==> src/rtl/icache_down_responder.sv <==
// Downstream responder for the icache miss interface: queues line reads and
// returns address-derived data beats after a fixed latency, tagged with entry_id.
module icache_down_responder #(
    parameter int unsigned ADDR_WIDTH = 32,
    parameter int unsigned ID_WIDTH   = 4,
    parameter int unsigned BEAT_WIDTH = 256,
    parameter int unsigned LINE_BYTES = 64,
    parameter int unsigned DEPTH      = 4,
    parameter int unsigned LATENCY    = 4
) (
    input  logic                         clk,
    input  logic                         rst,
    input  logic                         downstream_txreq_vld,
    output logic                         downstream_txreq_rdy,
    input  logic [ADDR_WIDTH-1:0]        downstream_txreq_pld,
    input  logic [ID_WIDTH-1:0]          downstream_txreq_entry_id,
    output logic                         downstream_rxdat_vld,
    input  logic                         downstream_rxdat_rdy,
    output logic [BEAT_WIDTH-1:0]        downstream_rxdat_pld,
    output logic [ID_WIDTH-1:0]          downstream_rxdat_txnid,
    output logic                         downstream_rxdat_last,
    output logic [$clog2(DEPTH+1)-1:0]   outstanding
);

    localparam int unsigned BEATS  = LINE_BYTES * 8 / BEAT_WIDTH;
    localparam int unsigned WPB    = BEAT_WIDTH / 32;
    localparam int unsigned PTR_W  = $clog2(DEPTH);
    localparam int unsigned CNT_W  = $clog2(DEPTH + 1);
    localparam int unsigned BEAT_W = (BEATS > 1) ? $clog2(BEATS) : 1;
    localparam int unsigned LAT_W  = $clog2(LATENCY + 1);

    typedef enum logic [1:0] {
        IDLE,
        WAIT,
        SEND
    } state_t;

    state_t                state_q, state_d;
    logic [LAT_W-1:0]      lat_q, lat_d;
    logic [BEAT_W-1:0]     beat_q, beat_d;

    logic [ADDR_WIDTH-1:0] addr_mem [DEPTH];
    logic [ID_WIDTH-1:0]   id_mem   [DEPTH];
    logic [PTR_W-1:0]      wr_ptr_q, rd_ptr_q;
    logic [CNT_W-1:0]      count_q;
    logic [ADDR_WIDTH-1:0] head_addr;
    logic                  push, pop, last_beat;

    assign downstream_txreq_rdy = (count_q < CNT_W'(DEPTH)) && !rst;
    assign push                 = downstream_txreq_vld && downstream_txreq_rdy;
    assign last_beat            = (beat_q == BEAT_W'(BEATS - 1));
    assign pop                  = (state_q == SEND) && downstream_rxdat_rdy && last_beat;
    assign outstanding          = count_q;
    assign head_addr            = addr_mem[rd_ptr_q];

    always_ff @(posedge clk) begin
        if (push) begin
            addr_mem[wr_ptr_q] <= downstream_txreq_pld & ~ADDR_WIDTH'(LINE_BYTES - 1);
            id_mem[wr_ptr_q]   <= downstream_txreq_entry_id;
        end
    end

    always_ff @(posedge clk or posedge rst) begin
        if (rst) begin
            wr_ptr_q <= '0;
            rd_ptr_q <= '0;
            count_q  <= '0;
        end else begin
            if (push) begin
                wr_ptr_q <= wr_ptr_q + PTR_W'(1);
            end
            if (pop) begin
                rd_ptr_q <= rd_ptr_q + PTR_W'(1);
            end
            if (push && !pop) begin
                count_q <= count_q + CNT_W'(1);
            end else if (pop && !push) begin
                count_q <= count_q - CNT_W'(1);
            end
        end
    end

    always_ff @(posedge clk or posedge rst) begin
        if (rst) begin
            state_q <= IDLE;
            lat_q   <= '0;
            beat_q  <= '0;
        end else begin
            state_q <= state_d;
            lat_q   <= lat_d;
            beat_q  <= beat_d;
        end
    end

    // The IDLE cycle spent noticing a fresh request is part of the latency,
    // so that path loads one less than the back-to-back path out of SEND.
    always_comb begin
        state_d = state_q;
        lat_d   = lat_q;
        beat_d  = beat_q;
        case (state_q)
            IDLE: begin
                if (count_q != '0) begin
                    if (LATENCY == 1) begin
                        state_d = SEND;
                    end else begin
                        state_d = WAIT;
                        lat_d   = LAT_W'(LATENCY - 1);
                    end
                end
            end
            WAIT: begin
                if (lat_q <= LAT_W'(1)) begin
                    state_d = SEND;
                end else begin
                    lat_d = lat_q - LAT_W'(1);
                end
            end
            SEND: begin
                if (downstream_rxdat_rdy) begin
                    if (last_beat) begin
                        beat_d = '0;
                        if ((count_q > CNT_W'(1)) || push) begin
                            state_d = WAIT;
                            lat_d   = LAT_W'(LATENCY);
                        end else begin
                            state_d = IDLE;
                        end
                    end else begin
                        beat_d = beat_q + BEAT_W'(1);
                    end
                end
            end
            default: state_d = IDLE;
        endcase
    end

    always_comb begin
        downstream_rxdat_vld   = (state_q == SEND);
        downstream_rxdat_last  = (state_q == SEND) && last_beat;
        downstream_rxdat_txnid = '0;
        downstream_rxdat_pld   = '0;
        if (state_q == SEND) begin
            downstream_rxdat_txnid = id_mem[rd_ptr_q];
            for (int unsigned k = 0; k < WPB; k++) begin
                downstream_rxdat_pld[32*k +: 32] = head_addr + 32'((32'(beat_q) * WPB + k) * 4);
            end
        end
    end

endmodule
==> config.mk <==
export PLATFORM = sky130hd
export DESIGN_NAME = icache_down_responder
export DESIGN_NICKNAME = d
export VERILOG_FILES = /design/src/rtl/icache_down_responder.sv
export SDC_FILE = /design/constraint.sdc
export NUM_CORES = 1
export LEC_CHECK = 0
export ABC_CLOCK_PERIOD_IN_PS = 4600
export BUFFER_PORTS_ARGS = -buffer_cell sky130_fd_sc_hd__buf_2
export CORE_UTILIZATION = 25
export DETAILED_ROUTE_END_ITERATION = 10
export SETUP_SLACK_MARGIN = 0.3
export SKIP_CTS_REPAIR_TIMING = 1
export SYNTH_ARGS = -nofsm -noshare
export SYNTH_HDL_FRONTEND = slang
export SYNTH_SLANG_ARGS = --single-unit
==> constraint.sdc <==
create_clock -name clk -period 4.6 [get_ports clk]
set_input_delay 0.69 -clock clk [delete_from_list [all_inputs] [get_ports clk]]
set_output_delay 0.69 -clock clk [all_outputs]
set_load 0.01 [all_outputs]
==> flow_results.org, run 1 <==
** Status
- The flow ran to the end, and the final reports show no timing, DRC or antenna violations.

** Clock tree
- The H-tree was split into 4 levels.
- The root buffer cell chosen for the clock tree is sky130_fd_sc_hd__clkbuf_16.
- Clock Tree Buf Depth :: 2
- Clock tree from TritonCTS :: done
- Number of sinks on the clock net :: 133
- In this run, CTS created clock tree buffers numbering 17.
- Worst-Skew Late Latency :: slightly above 0.4 ns
- After clock tree synthesis, the clock-pin slew on the worst setup and hold paths is 0.06 ns.

** Yosys
- The cell count after synthesis came out at 513.
- Of all flip-flops after synthesis, the portion carrying an async set or reset was 0.09774.
- The cell area that synthesis handed to floorplanning was ~0.0072 sq mm.
- Cell types occupying the most area after synthesis :: sky130_fd_sc_hd__edfxtp_1, sky130_fd_sc_hd__buf_4, sky130_fd_sc_hd__mux4_2
- Yosys mapped a number of flops with a built-in enable equal to 120.
- In this run, synthesis produced a sequential element count of 133.
- Top cell type's share of synthesized area :: 0.5039
- Synth cell types :: 38
- A synthesized cell averages 13.94 sq um.
- Ranking of synthesized cells by instance count :: sky130_fd_sc_hd__buf_4, sky130_fd_sc_hd__edfxtp_1, sky130_fd_sc_hd__and2_1, sky130_fd_sc_hd__mux4_2, sky130_fd_sc_hd__ha_1
- Most frequently used flop master after synthesis :: sky130_fd_sc_hd__edfxtp_1
- Number of warning messages in the yosys log :: 0
- sky130_fd_sc_hd__buf_4 is the most common cell in the netlist.
- Top cell type by total area after synthesis :: sky130_fd_sc_hd__edfxtp_1
- Post-synthesis sequential area ratio :: 0.5494

** Timing
- Number of max-slew violations in the final report :: 0
- Hold Vio Cnt, Final :: 0
- The routed design could run at a clock period as short as approximately 3.4 ns.
- Max-slew headroom :: 0.3484
- Final clock period utilization by the worst path :: 0.7289
- Unrepaired setup endpoints after global routing :: no
- Setup violation total in the final timing report :: 0
- F_max :: 298.2 MHz
- Final setup skew :: 0.01181 ns
- Total Neg Setup Slack :: 0 ns
- For the pin with the worst max-slew slack, the measured transition is 0.9774 ns.

** Critical path
- Worst-path fanout max :: 17
- The kind of cell with the highest combined delay along the critical path is flip-flops.
- Largest stage delay, worst path :: 0.81 ns
- The worst setup path is launched from a flip-flop.
- STA classifies the critical path endpoint as an output port.
- For the worst setup path, the data arrival time is 2.66 ns.
- Standard cell with the maximum stage delay on the critical path :: sky130_fd_sc_hd__dfrtp_2
- Buffers and inverters on the worst path :: 2
- The critical path is of the flip-flop to output port type.
- Data required time of the critical path :: 3.91 ns
- Worst-path cell chain :: buf_4 > mux4_2 > and2_1 > buf_2

** Cells and area
- The repair_antennas step left the layout with diodes totalling 0.
- Share of layout cells above drive strength 1 :: 0.5657
- Sequential cell area :: 0.003931 sq mm
- Once layout is complete, the utilization of the core stands at 0.2816.
- Nets :: 644
- The multi-input combinational cells in the finished layout cover a total of ~0.0015 sq mm.
- Area overhead of the layout relative to synthesis :: 10.01%
- Fill count :: 2836

** Drt
- Violation count after the first detailed-routing iteration :: 175
- WL/cell :: 13.54 um
- The routed design has 13260 um of wire.
- The count of nets left with antenna violations once routing finished came out at 0.
- Vias after detailed routing :: 3637
- Ratio of routed vias to standard cells :: 3.715
- Number of DRC violations after detailed routing :: 0
- Detailed-routing iteration count for the pre-antenna-repair pass :: 4

** Floorplan
- Vertical extent of the die :: 171.1 um
- The die covers 0.02928 sq mm.
- The initialized floorplan defines 61 standard-cell rows.
- Placeable core region :: ~0.028 sq mm
- Width of the die :: 171.1 um
- I/O pins :: between 300 and 400
- Starting Density :: 0.2560

** Global route
- In this run the most used layer during global routing was met2.
- Global-route wire length before repair :: 19120 um
- GR Util All Layers :: 0.09072
- Global-route met3 utilization :: 0.02614
- The via count of the first global-routing pass is 3309.
- Largest net degree at the start of global routing :: 52
- After global routing the overflow that remains totals 0.
- In the global route stage, met1 resource usage came out at 0.1147.
- Met2 layer usage reported by global route :: 0.1469
- Antenna violations before repair :: 2

** Power
- Dividing total power by cell area gives a power density of 556.5 mW/mm^2.
- Internal power comes to 2.934 mW.
- The worst-case IR drop observed on VDD is around 0.00026 V.
- Share of power burned in registers :: 0.371
- Fraction of power consumed by combinational cells :: 0.335
- Switching portion of total power :: 0.3298
- The analysis attributes to cell leakage a power of 3.578 nW.
- Of the total power, the clock network draws 0.294.
- Switching power :: 1.444 mW

** Flow run
- Across the run, the number of max-cap violations was 0.

** Worst hold path
- HP Class :: primary input to asynchronous set/reset pin

** Place
- Routability-driven placement finished with a final weighted congestion of between 0.6 and 0.7.
- Detailed placement finished with a half-perimeter wire length of 8385 um.
- The count of buffers added on input and output ports is about 270.
==> final timing paths <==
path	from	end	slack (ns)	depth (start not counted)
hold reg to reg	beat_q	beat_q	0.49	1
max in group asynchronous	rst	rd_ptr_q[1]	3.92	2
setup reg to reg	state_q[0]	outstanding[2]	2.02	7
hold / removal	rst	outstanding[0]	0.31	2
min in group clk	beat_q	beat_q	0.49	1
setup / recovery	rd_ptr_q[0]	downstream_rxdat_pld[38]	1.25	4
==> logic make-up (layout without fill, tap and decap cells) <==
group / after synthesis / count (layout) / synth area share
DFF: 133 / 133 / 0.5494
buffers and inverters: 252 / 313 / 0.2546
and+or+nand+nor: 59 / 59 / 0.04900
xor gates and xnor gates: 7 / 7 / 0.008574
AOI/OAI and AO/OA: 15 / 15 / 0.01575
other: 1 / 28 / 0.0005244
adders and majority gates: 15 / 15 / 0.02625
muxes: 31 / 31 / 0.09589
==> through the flow <==
stage / area (sq um) / total power [mW] / std cells / setup WS (ns) / hold slack, ns
floorplan: 7252 / 3.048 / 540 / 2.036 / 0.4592
global placement: 7316 / 3.139 / 948 / 1.607 / 0.4760
detailed placement: 7316 / 3.161 / 948 / 1.576 / 0.4812
CTS: 7866 / 4.476 / 979 / 1.119 / 0.3115
global route: 7866 / 4.679 / 979 / 1.002 / 0.3470
finish: 7866 / 4.378 / 979 / 1.247 / 0.3139
==> per-layer routing <==
layer / wire length (um) / part of all wire
met1: 5982 / 0.45
met2: 6408 / 0.48
met3: 732 / 0.055
met4: 125 / 0.0094
met5: 8 / 0.00060
==> power by group through the flow <==
stage          Clock, mW  Sequential, mW  Combinational, mW
2_1_floorplan          0            1.53               1.52
3_3_place_gp           0            1.65               1.49
3_5_place_dp           0            1.66               1.50
4_1_cts             1.34            1.63               1.51
5_1_grt             1.38            1.65               1.65
6_report            1.29            1.62               1.47
==> placed cells by master (no fill, tap or decap), types with 7 or more instances in the layout <==
master / count
sky130_fd_sc_hd__conb_1: 28
sky130_fd_sc_hd__buf_2: 271
sky130_fd_sc_hd__mux4_2: 30
sky130_fd_sc_hd__nand2_1: 7
sky130_fd_sc_hd__and2_1: 31
sky130_fd_sc_hd__edfxtp_1: 120
sky130_fd_sc_hd__clkbuf_16: 17
sky130_fd_sc_hd__ha_1: 14
sky130_fd_sc_hd__dfrtp_1: 11
sky130_fd_sc_hd__inv_1: 9
==> sequential cells by signal (all words and copies together), names as in the netlist <==
signal / flops
lat_q: 3
outstanding: 3
rd_ptr_q: 2
addr_mem: 104
id_mem: 16
wr_ptr_q: 2
beat_q: 1
state_q: 2
==> worst register-to-register path: stages (launching register included) <==
cell,delay (ns)
sky130_fd_sc_hd__dfrtp_1,0.41
sky130_fd_sc_hd__inv_1,0.10
sky130_fd_sc_hd__ha_2,0.76
sky130_fd_sc_hd__and2_1,0.45
sky130_fd_sc_hd__nand2_1,0.15
sky130_fd_sc_hd__ha_1,0.35
sky130_fd_sc_hd__nor2_1,0.15
sky130_fd_sc_hd__xnor2_1,0.13
==> layout make-up <==
cell class                      instances  share of cell area
Clock inverter                          9             0.01352
Tap cell                              378             0.06012
Timing Repair Buffer                  272              0.1734
Inverter                               10            0.004772
Clock buffer                           22             0.05647
Sequential cell                       133              0.4998
Multi-Input combinational cell        155              0.1920
Power figures use the tool's default switching activity.
==> inputs of run 2 (changes only) <==
- ABC_CLOCK_PERIOD_IN_PS: 4600 -> 3460
- clock period: 4.6 -> 3.46 ns (I/O delays scaled with it)
==> run 2 against run 1 <==
Non-clock buffer count grew 5. Worst hold slack lost 0.15 ns. Cell count grew 0.61%. Global-route usage shrank 0.12 points. Largest power group unchanged. Highest routed layer unchanged.
==> flow_results.org, run 2 (synthesis results as in run 1) <==
** Floorplan
- Width of the die :: 171.1 um (unchanged)
- Floorplan row count :: 61 (unchanged)
- I/O pins :: 306 (unchanged)
- Starting Density :: 0.2560 (unchanged)
- The placeable core region was 0.02793 sq mm (unchanged).
- The area of the die came to 0.02928 sq mm (unchanged).
- Vertical extent of the die :: 171.1 um (unchanged)

** Global route
- Vias in the first global route :: 3236 (-2.2%)
- The wire length of the first global-routing pass is 18740 um (-2.0%).
- Met1 Usage GRT :: 0.1118 (-0.002855)
- met2 is the most crowded layer.
- The global routing usage on met2 is 0.1462 (-0.0007070).
- The total global routing track utilization was 0.08954 (-0.001181).
- The overflow left after global routing was 0 (unchanged).
- The initial antenna violation count was 1 (-1).
- Largest net degree at the start of global routing :: 38 (-27%)
- The fraction of met3 tracks used by global routing was 0.02892 (+0.002776).

** Drt
- Number of DRC violations after detailed routing :: 0 (unchanged)
- Total wire length after detailed routing :: 13240 um (-0.16%)
- The post-route antenna net violation count came to 0 (unchanged).
- The routed via count was 3638 (+0.027%).
- Detailed-routing iteration count for the pre-antenna-repair pass :: 4 (unchanged)
- The starting DRC count in detailed routing came to 171 (-2.3%).
- Ratio of routed vias to standard cells :: 3.693 (-0.58%)
- The routed wire length per instance was 13.44 um (-0.77%).

** Critical path
- Source of the worst register-to-register timing path :: state_q[0]
- The endpoint identified for the worst register-to-register timing path is outstanding[2].
- Following the worst setup path forward leads to its endpoint at downstream_rxdat_pld[61].
- The critical path data required time is 2.94 ns (-0.97 ns).
- In this run the worst setup path begins at rd_ptr_q[0].
- Worst-path fanout max :: 18 (+1)
- The logic depth of the worst register-to-register path is 7 (unchanged).
- The critical path is of the flip-flop to output port type.
- Slack of the worst reg-to-reg path :: 1.05 ns (-0.97 ns)
- Nature of the critical path startpoint :: flip-flop
- Kind of end point of the critical path :: output port
- The critical path arrival is 2.35 ns (-0.31 ns).

** Timing
- The final max-slew violation count is 0 (unchanged).
- Setup violation total in the final timing report :: 0 (unchanged)
- Total Neg Setup Slack :: 0 ns (unchanged)
- For this run, the top clock speed supported by timing is 348.7 MHz.
- The relative max-transition margin was 0.4075 (+0.05912).
- Min Tclk post-route :: 2.867 ns
- The measured slew at the worst slew-check pin is 0.8887 ns (-0.08868 ns).
- The final setup slack of the worst path was 0.5925 ns (-0.6544 ns).
- Final setup skew :: 0.009120 ns (-0.002686 ns)
- Hold Vio Cnt, Final :: 0 (unchanged)
- Dividing the final minimum period by the clock period gives 0.8288.
- Unrepaired setup endpoints after global routing :: no

** Cells and area
- Register ranked first by flip-flop count :: addr_mem
- The number of flip-flops in the largest register came to 104 (unchanged).
- The largest registers in the layout are addr_mem: 104 flops, id_mem: 16 flops.
- Area overhead of the layout relative to synthesis :: 10.60%
- The library cell used most frequently in the layout, excluding fill and tap cells, is sky130_fd_sc_hd__buf_2.
- Nets :: 649 (+0.78%)
- Share of layout cells above drive strength 1 :: 0.5766 (+0.01088)
- The diode insertion count for antenna repair came to 0 (unchanged).
- Share of the core filled with cells :: 0.2831 (+0.001523)
- In the layout the commonest cells are sky130_fd_sc_hd__buf_2, sky130_fd_sc_hd__edfxtp_1, sky130_fd_sc_hd__and2_1, sky130_fd_sc_hd__mux4_2, sky130_fd_sc_hd__conb_1.

** Clock tree
- Clock tree synthesis selected as its root buffer the cell sky130_fd_sc_hd__clkbuf_16.
- TritonCTS built the clock tree.
- The clock transition at the register clock pins on the worst setup and hold paths after CTS was 0.06 ns (about the same).
- The clock net sink count came to 133 (unchanged).
- CTS H-Tree Depth :: 4 (unchanged)
- Clock Tree Buf Depth :: 2 (unchanged)
- Number of buffers inserted during clock tree synthesis :: 17 (unchanged)
- The latest clock arrival within the worst-skew pair came to 0.41 ns (about the same).

** Place
- The final weighted congestion in routability-driven placement was 0.6922 (+2.2%).
- The number of input and output port buffers inserted is 271 (unchanged).
- The worst slack at placement was 0.9266 ns (-0.6496 ns).
- The HPWL after detailed placement was 8843 um (+5.5%).

** Power
- Worst IR drop on VDD :: 0.0003534 V (+35%)
- Power per cell area :: 730.7 mW/mm^2 (+31%)
- Total power of the final layout :: 5.779 mW (+32%)
- Leak Pwr :: 3.614 nW (+1.0%)

** Flow run
- The number of violations of the max-capacitance limit was 0 (unchanged).

** Worst hold path
- In this run the worst hold path is classified as primary input to asynchronous set/reset pin.

** Status
- Status :: completed
run 2: where the power goes:
group / switching, mW / internal (mW) / total, mW
logic: 1.11 / 0.942 / 2.05
clock network: 0.685 / 0.981 / 1.67
registers: 0.133 / 1.93 / 2.06
run 2: final cells by class:
type	instances	area, sq um
clock inverter	14	113.9
sequential	133	3931
fill	2828	20030
timing repair buffer	277	1414
clock buffer	18	429.2
inverter	10	37.54
multi-input combinational	155	1510
tap	378	473.0
run 2: worst min path at each step:
| stage | end | start | slack (ns) | cells after the start |
|---|---|---|---|---|
| final | state_q[0] | rst | 0.16 | 2 |
| after global routing | state_q[0] | rst | 0.18 | 2 |
| after CTS | outstanding[0] | rst | 0.16 | 2 |
| after detailed placement | rd_ptr_q[1] | rd_ptr_q[1] | 0.46 | 1 |
| after global placement | rd_ptr_q[1] | rd_ptr_q[1] | 0.46 | 1 |
| after floorplan | beat_q | rst | 0.40 | 1 |
run 2: metal layers:
layer  part of all wire  wire (um)
met3              0.060        789
met1               0.44       5859
met4              0.011        140
met2               0.49       6439
met5            0.00060          8
run 2: stage by stage:
stage / cells / area [sq um] / hold WS [ns]
final: 985 / 7909 / 0.1631
after CTS: 985 / 7909 / 0.1587
after global routing: 985 / 7909 / 0.1801
after floorplan: 540 / 7252 / 0.3960
after global placement: 953 / 7366 / 0.4554
after detailed placement: 953 / 7366 / 0.4625
run 2: worst max-delay path, cell delays in order (launching register included):
cell and delay (ns):
sky130_fd_sc_hd__dfrtp_2 0.72, sky130_fd_sc_hd__buf_12 0.28, sky130_fd_sc_hd__mux4_2 0.51, sky130_fd_sc_hd__and2_1 0.24, sky130_fd_sc_hd__buf_2 0.17
